--- src/rtl/baud_gen_param.sv ---
// baud_gen_param: SPART baud / oversample tick generator.
//
// A down-counter reloaded from the active divisor produces one rx_tick
// every divisor+1 clocks. A TX phase counter turns every OVERSAMPLE
// rx_ticks into one tx_tick. An RX phase counter marks the mid-bit
// sample point (rx_mid_tick) and can be realigned by rx_sync.
//
// The divisor is double-buffered: low/high byte writes land in a shadow
// register, and the high-byte write triggers a commit of the whole shadow
// to the active divisor one cycle later. The commit restarts the counters
// so the new rate starts from a clean phase.
//
// Optional feature macro: FRAC_BAUD_EN
//   When defined, ioaddr 2'b01 writes a 4-bit fraction (committed together
//   with the high byte). A 4-bit accumulator adds the fraction on every
//   counter reload; on carry-out the reload uses divisor+1, giving an
//   average rx_tick period of divisor+1+frac/16 clocks.
//   The divisor+1 reload wraps to 0 at the all-ones divisor.
//   When undefined, ioaddr 2'b01 writes are ignored.

module baud_gen_param #(
    parameter int          DIV_WIDTH  = 16,
    parameter int          OVERSAMPLE = 16,
    parameter logic [15:0] DIV_RESET  = 16'd162
) (
    input  logic       clk,
    input  logic       rst_n,
    input  logic [7:0] baud_gen,
    input  logic       baud_load,
    input  logic [1:0] ioaddr,
    input  logic       gen_en,
    input  logic       rx_sync,
    output logic       rx_tick,
    output logic       tx_tick,
    output logic       rx_mid_tick
);

    localparam int                   PH_W     = $clog2(OVERSAMPLE);
    localparam logic [DIV_WIDTH-1:0] DIV_RST  = DIV_RESET[DIV_WIDTH-1:0];
    localparam logic [DIV_WIDTH-1:0] DIV_ZERO = {DIV_WIDTH{1'b0}};
    localparam logic [DIV_WIDTH-1:0] DIV_ONE  = {{(DIV_WIDTH-1){1'b0}}, 1'b1};
    localparam logic [PH_W-1:0]      PH_MAX   = PH_W'(OVERSAMPLE - 1);
    localparam logic [PH_W-1:0]      PH_MID   = PH_W'(OVERSAMPLE / 2 - 1);
    localparam logic [PH_W-1:0]      PH_ZERO  = {PH_W{1'b0}};
    localparam logic [PH_W-1:0]      PH_ONE   = {{(PH_W-1){1'b0}}, 1'b1};

    logic [DIV_WIDTH-1:0] r_shadow;
    logic [DIV_WIDTH-1:0] r_div;
    logic [DIV_WIDTH-1:0] r_counter;
    logic [PH_W-1:0]      r_tx_phase;
    logic [PH_W-1:0]      r_rx_phase;
    logic                 r_commit;
    logic                 r_rx_tick;
    logic                 r_tx_tick;
    logic                 r_rx_mid_tick;

    logic                 w_wr_lo;
    logic                 w_wr_hi;
    logic                 w_cnt_zero;
    logic [DIV_WIDTH-1:0] w_reload;

    assign w_wr_lo    = baud_load && (ioaddr == 2'b10);
    assign w_wr_hi    = baud_load && (ioaddr == 2'b11);
    assign w_cnt_zero = (r_counter == DIV_ZERO);

`ifdef FRAC_BAUD_EN
    logic       w_wr_frac;
    logic [3:0] r_frac_shadow;
    logic [3:0] r_frac;
    logic [3:0] r_acc;
    logic [4:0] w_acc_sum;

    assign w_wr_frac = baud_load && (ioaddr == 2'b01);
    assign w_acc_sum = {1'b0, r_acc} + {1'b0, r_frac};
    assign w_reload  = w_acc_sum[4] ? (r_div + DIV_ONE) : r_div;

    // Fraction shadow register, written independently of the divisor bytes.
    always_ff @(posedge clk or negedge rst_n) begin
        if (!rst_n) begin
            r_frac_shadow <= 4'd0;
        end else if (w_wr_frac) begin
            r_frac_shadow <= baud_gen[3:0];
        end else begin
            r_frac_shadow <= r_frac_shadow;
        end
    end
`else
    assign w_reload = r_div;
`endif

    // Shadow divisor bytes and the one-cycle-delayed commit request.
    always_ff @(posedge clk or negedge rst_n) begin
        if (!rst_n) begin
            r_shadow <= DIV_RST;
            r_commit <= 1'b0;
        end else begin
            r_commit <= w_wr_hi;
            if (w_wr_lo) begin
                r_shadow[7:0] <= baud_gen;
            end else if (w_wr_hi) begin
                r_shadow[DIV_WIDTH-1:8] <= baud_gen[DIV_WIDTH-9:0];
            end else begin
                r_shadow <= r_shadow;
            end
        end
    end

    // Rate counter, phase counters and registered tick outputs.
    always_ff @(posedge clk or negedge rst_n) begin
        if (!rst_n) begin
            r_div         <= DIV_RST;
            r_counter     <= DIV_RST;
            r_tx_phase    <= PH_MAX;
            r_rx_phase    <= PH_ZERO;
            r_rx_tick     <= 1'b0;
            r_tx_tick     <= 1'b0;
            r_rx_mid_tick <= 1'b0;
`ifdef FRAC_BAUD_EN
            r_frac        <= 4'd0;
            r_acc         <= 4'd0;
`endif
        end else if (r_commit) begin
            // Commit restarts everything; it overrides a pending counter==0.
            r_div         <= r_shadow;
            r_counter     <= r_shadow;
            r_tx_phase    <= PH_MAX;
            r_rx_phase    <= PH_ZERO;
            r_rx_tick     <= 1'b0;
            r_tx_tick     <= 1'b0;
            r_rx_mid_tick <= 1'b0;
`ifdef FRAC_BAUD_EN
            r_frac        <= r_frac_shadow;
            r_acc         <= 4'd0;
`endif
        end else if (!gen_en) begin
            // Parked so the first rx_tick after enable is divisor+1 clocks out.
            r_counter     <= r_div;
            r_tx_phase    <= PH_MAX;
            r_rx_phase    <= PH_ZERO;
            r_rx_tick     <= 1'b0;
            r_tx_tick     <= 1'b0;
            r_rx_mid_tick <= 1'b0;
`ifdef FRAC_BAUD_EN
            r_acc         <= 4'd0;
`endif
        end else if (w_cnt_zero) begin
            r_counter     <= w_reload;
            r_rx_tick     <= 1'b1;
            r_rx_mid_tick <= !rx_sync && (r_rx_phase == PH_MID);
            r_rx_phase    <= rx_sync ? PH_ZERO : (r_rx_phase + PH_ONE);
`ifdef FRAC_BAUD_EN
            r_acc         <= w_acc_sum[3:0];
`endif
            if (r_tx_phase == PH_ZERO) begin
                r_tx_phase <= PH_MAX;
                r_tx_tick  <= 1'b1;
            end else begin
                r_tx_phase <= r_tx_phase - PH_ONE;
                r_tx_tick  <= 1'b0;
            end
        end else begin
            r_counter     <= r_counter - DIV_ONE;
            r_rx_tick     <= 1'b0;
            r_tx_tick     <= 1'b0;
            r_rx_mid_tick <= 1'b0;
            r_rx_phase    <= rx_sync ? PH_ZERO : r_rx_phase;
        end
    end

    assign rx_tick     = r_rx_tick;
    assign tx_tick     = r_tx_tick;
    assign rx_mid_tick = r_rx_mid_tick;

endmodule

--- config.mk ---
export PLATFORM = sky130hd
export DESIGN_NAME = baud_gen_param
export DESIGN_NICKNAME = d
export VERILOG_FILES = /design/src/rtl/baud_gen_param.sv
export SDC_FILE = /design/constraint.sdc
export NUM_CORES = 1
export LEC_CHECK = 0
export CAP_MARGIN = 10
export CORE_MARGIN = 3
export CORE_UTILIZATION = 55
export CTS_BUF_LIST = sky130_fd_sc_hd__clkbuf_4 sky130_fd_sc_hd__clkbuf_8
export DETAILED_ROUTE_END_ITERATION = 8
export GPL_TIMING_DRIVEN = 0
export PLACE_DENSITY = 0.75
export SETUP_SLACK_MARGIN = 0.02
export SKIP_LAST_GASP = 1
export SYNTH_ARGS = -nofsm -noshare
export SYNTH_HDL_FRONTEND = slang
export SYNTH_SLANG_ARGS = --single-unit
--- constraint.sdc ---
create_clock -name clk -period 2.4 [get_ports clk]
set_input_delay 0.36 -clock clk [delete_from_list [all_inputs] [get_ports clk]]
set_output_delay 0.36 -clock clk [all_outputs]
set_load 0.02 [all_outputs]
==> Word level (Yosys, flattened, before mapping) <==
Cells that the tools add are included.
{ "op_classes": {"eq_ne": 5, "n_bitwise": 1, "mux": 22, "reduce_logical": 7, "n_addsub": 3} }
{ "op_table": {"columns": ["cell", "n"], "rows": [
  ["$mux W16", 3],
  ["$mux W4", 9],
  ["$logic_not A16 Y1", 1],
  ["$sub A16 B1 Y16 const B", 1],
  ["$mux W1", 10],
  ["$add A4 B1 Y4 const B", 1],
  ["$eq A2 B2 Y1 const B", 2],
  ["$eq A4 B3 Y1 const B", 1],
  ["$logic_not A4 Y1", 1],
  ["$ne A4 B1 Y1 const B", 1],
  ["$sub A4 B1 Y4 const B", 1],
  ["$logic_and A1 B1 Y1", 3],
  ["$ne A3 B1 Y1 const B", 1],
  ["$reduce_and A2 Y1", 1],
  ["$logic_not A1 Y1", 1],
  ["$not A1 Y1", 1]
]} }
{ "word_totals": {"ff_bits": 60, "inputBits": 15, "output_inout_bits": 3} }

==> Depth between registers and ports, before layout <==
{ "depth": {"word_depth": 5, "depth_mapped": 9, "ltp_nobuf": 7} }

==> Worst setup path before layout <==
OpenSTA, ideal clock, no wires.
{ "synth_path": {"path_kind": "reg2reg", "start": "register r_counter[0]", "end": "register r_counter[11]", "synth_period_minus_slack_ns": 1.841, "path_slack_ns": 0.559, "path_stages_with_launch": 10, "arrival_time_ns": 1.712, "setup_time_ns": 0.129, "path_cell_list": "dfrtp_1 > inv_1 > ha_1 > nor4b_1 > nand4_2 > and2_4 > buf_6 > nand2b_4 > buf_8 > o221ai_2"} }
{ "synth_via": {"elab_chain_cells": 4, "word_cells_on_any_way": 5, "classes_between": "add/sub (1); mux (3); reduce/logical (1)"} }
{ "synth_rtl": {"columns": ["element", "line", "rtl"], "rows": [
  ["start: declaration", "49", "logic [DIV_WIDTH-1:0] r_counter;"],
  ["start signal: assignment", "125", "r_counter <= r_shadow;"],
  ["start signal: assignment", "137", "r_counter <= r_div;"],
  ["start signal: assignment", "147", "r_counter <= w_reload;"],
  ["$sub A16 B1 Y16 / $logic_not A16 Y1 (equally long branches)", "162, 64", null],
  ["$mux W16 (*)", "146", "end else if (w_cnt_zero) begin"],
  ["$mux W16 (*)", "135", "end else if (!gen_en) begin"],
  ["$mux W16 (*)", "122", "end else if (r_commit) begin"]
]} }
Every way passes the cells marked *; elsewhere a longest branch is shown, timed or not.
A chain may end at the register's enable or synchronous reset.

==> Worst setup path in the final report <==
{ "layout_path": {"start": "register r_counter[0]", "end": "register r_counter[0]"} }
Same word-level chain as after synthesis.

==> implementation parameters <==
Parameter                              Value

Logic synthesis
  Multiplexer area fraction after synthesis    6.355%
  Number of different library cells in the post-synthesis netlist    45
  Main combinational cell family by area after synthesis    simple AND/OR/NAND/NOR gates
  Post-synthesis instance total    approximately 250
  Area share of xor/xnor cells in the synthesized design    4.634%
  Adder-cell area share of the yosys netlist    1.765%
  Compound-cell area share of the yosys netlist    around an eighth
  Syn nets    266
  Ys async rst share    100.0%
  Simple-gate portion of the synthesized area    between 10% and 20%
  Top FF cell, synth    dfrtp_1
  Library cell with the largest summed area after synthesis    dfrtp_1
  Post-synthesis register bit count    60
  Post-synth EDFFs    0
  Share of the synthesized area in the top cell type    41.48%
  Post-synthesis average cell area    11.48 sq um
  Cell Area, Synth    2835 sq um
  Proportion of synthesized chip area in sequential cells    53.53%
  Count of synthesis-stage warnings from yosys    0
  Biggest area contributors in the synthesized netlist    dfrtp_1 41%, dfstp_2 12%, mux2_2 6.4%

Outcome
  Status    finished clean

Placed design
  Count of port buffers added during placement    17
  DP Cell Count    332
  Detailed placement HPWL    3.647 mm
  RD Place Congestion    0.7685
  Placed cell area    roughly 3100 sq um

Pwr
  Combinational fraction of design power    20.6%
  Sequential share of power    about half
  PwrDens    around 850 nW/um^2
  Internal power    1.966 mW
  Share of power burned in the clock network    30.1%
  Maximum resistive drop on vdd    0.6575 mV
  Reported leakage power    approximately 1.4 nW
  NetSw    826.6 uW
  Net switching share of the total power    29.60%

Global routing
  Pin count of the biggest net entering global routing    42
  Leftover overflow at the end of global routing    0
  Met2 global-route usage    30.74%
  Antenna violations before repair    0
  Met3 routing resource usage after global routing    6.032%
  Met1 usage in global routing    24.96%
  Global-route wire length before repair    8.949 mm
  GRT Max-Usage Layer    met2
  Number of global-route vias before repair    slightly below 2000
  Overall routing resource usage    19.43%

Clock network
  Post-cts resize count    0
  Clock tree from TritonCTS    done
  Number of buffers on the longest clock path    2
  Clock root cell    clkbuf_8
  TritonCTS Sinks    60
  Number of post-CTS setup repair buffers    0
  Clock latency on the worst-skew pair    0.33 ns
  Number of buffers created by CTS    9
  Number of H-tree levels    3
  Clock input transition at the sequential cells of the worst setup and hold paths    roughly 0.06 ns

Die
  Area of the core    4848 sq um
  Die Footprint    6052 sq um
  Rows    25
  Die span in y    77.80 um
  Ports placed on the boundary    18
  Effective utilization at floorplan    58.48%
  Width of the die    77.80 um

Worst setup path
  Worst setup path category    reg2reg
  Highest fanout seen on the critical path    10
  Delay-heaviest family, CP    simple AND/OR/NAND/NOR gates
  Most numerous cell on the critical path    buf_6
  CP Data Required Time    between 2 and 3 ns
  Crit path arrival time    about 2.3 ns
  Critical path cell sequence    inv_1, ha_1, nor4b_1, nand4_2, and2_4, buf_6, buf_6, nand2_2, o311ai_2
  Crit start category    flop
  Slowest stage cell, crit path    dfrtp_1
  Crit path buffers/inverters    3
  Critical path capture point type    flop
  Biggest cell delay along the critical path    between 0.4 and 0.5 ns

Hold path
  Hold Path Class    reg2reg

Timing
  Number of setup violations in the final report    0
  Hold slack final    approximately 0.48 ns
  Rel. slew slack    66.38%
  Final Max Slew Viols    0
  Unrepaired setup endpoints after global routing    false
  F_max    0.4656 GHz
  Shortest period the worst path allows    ~2.1 ns
  Setup TNS after final layout    0 ns
  Clock Skew    0.006706 ns
  Transition at the pin with the smallest max-transition slack    0.4997 ns
  Number of hold-slack violations in the final timing report    0
  Final clock period utilization by the worst path    89.50%

Layout
  Post-route standard cell area excluding fillers    ~3300 sq um
  Share of cells above drive strength 1    26.95%
  Area delta synth->final    16.46%
  Total number of nets in the final design    296
  Post-route insts no fill    349
  Utilization after layout    between 60% and 70%
  Number of antenna repair diodes    0

Run
  Count of max-cap constraint violations    0

Routing
  Detailed-route wire length per cell    between 10 and 15 um
  Starting DRC count in detailed routing    80
  Iteration count of the initial detailed-routing pass    4
  Via count    roughly 1900
  Post-route ant nets    0
  Wire length after detailed routing    5.102 mm
  Remaining DRCs    0
  Vias/cell    5.398
-- layout by cell type, fill, tap and decap left out, types with 2 or more instances in the layout --
cell type | netlist | routed
a21oi_1 | 11 | 11
buf_2 | 3 | 4
buf_6 | 2 | 2
clkbuf_1 | 4 | 4
clkbuf_8 | 0 | 12
clkdlybuf4s50_1 | 0 | 16
clkinv_2 | 0 | 3
dfrtp_1 | 47 | 47
dfstp_2 | 13 | 13
ha_1 | 4 | 4
inv_1 | 14 | 14
mux2_2 | 16 | 16
nand2_1 | 29 | 29
nand2_2 | 3 | 3
nand2b_1 | 10 | 10
nand3_1 | 6 | 6
nor2_1 | 7 | 7
nor2b_1 | 2 | 2
nor3_1 | 4 | 4
nor4_2 | 3 | 3
o21ai_0 | 13 | 13
o21ai_1 | 6 | 6
o221ai_2 | 8 | 8
o311ai_2 | 2 | 2
or3_1 | 4 | 4
xnor2_1 | 11 | 11
xor2_1 | 4 | 4
-- state kept, by name (all words and copies together) (netlist names) --
name / flops
r_commit: 1
r_counter: 16
r_div: 16
r_rx_phase: 4
r_shadow: 16
r_tx_phase: 4
rx_mid_tick: 1
rx_tick: 1
tx_tick: 1
-- cells by family (layout without fill, tap and decap cells) --
family	after synthesis	count (layout)
and+or+nand+nor	82	82
xor gates and xnor gates	15	15
adders and majority gates	4	4
muxes	16	16
buffers and inverters	25	60
AOI/OAI and AO/OA	45	45
DFF	60	60
-- power groups by stage --
| stage | registers [mW] | logic, mW | clock network [mW] |
|---|---|---|---|
| floorplan | 1.36 | 0.452 | 0 |
| global placement | 1.39 | 0.561 | 0 |
| detailed placement | 1.40 | 0.577 | 0 |
| CTS | 1.38 | 0.582 | 0.859 |
| global route | 1.40 | 0.645 | 0.903 |
| finish | 1.38 | 0.574 | 0.841 |
-- cell usage after synthesis, drive strengths merged (5+ instances only) --
| cell type | n |
|---|---|
| dfrtp | 47 |
| xnor2 | 11 |
| buf | 7 |
| inv | 14 |
| nor3 | 5 |
| nand2b | 11 |
| dfstp | 13 |
| nand3 | 6 |
| a21oi | 11 |
| o21ai | 19 |
| nor2 | 7 |
| mux2 | 16 |
| nor4 | 5 |
| nand2 | 32 |
| o221ai | 8 |
-- per-stage QoR --
stage               worst slack [ns]  power [mW]
floorplan                     0.5586       1.811
global placement             -0.8836       1.949
detailed placement            0.2552       1.973
CTS                           0.2488       2.820
global route                 0.06701       2.951
finish                        0.2520       2.792
-- metal layers --
metal / wire length (um) / share of wire (%)
met2: 2438 / 48
met4: 74 / 1.5
met5: 0 / 0
met1: 2401 / 47
met3: 187 / 3.7
-- cell type report --
| cell class | count | area (sq um) |
|---|---|---|
| Sequential cell | 60 | 1518 |
| Clock inverter | 4 | 22.52 |
| Timing Repair Buffer | 19 | 195.2 |
| Buffer | 11 | 71.32 |
| Multi-Input combinational cell | 162 | 1194 |
| Inverter | 14 | 52.55 |
| Tap cell | 67 | 83.83 |
| Clock buffer | 12 | 165.2 |
| Fill cell | 356 | 1546 |
-- worst paths after layout --
kind / from / end / slack [ns] / depth (start not counted)
hold reg to reg: r_rx_phase[3] / rx_mid_tick / 0.48 / 1
setup reg to reg: r_counter[0] / r_counter[0] / 0.25 / 9
setup / recovery: r_counter[0] / r_counter[0] / 0.25 / 9
min in group asynchronous: rst_n / rx_tick / 0.51 / 2
hold / removal: r_rx_phase[3] / rx_mid_tick / 0.48 / 1
max in group asynchronous: rst_n / r_shadow[1] / 1.26 / 3
-- timing repair --
| action | 4_1_cts | 5_1_grt |
|---|---|---|
| hold endpoints to repair | 15 | 0 |
| setup endpoints to repair | 0 | 0 |
| hold buffers | 1 | 0 |
(Power assumes the default switching activity.)
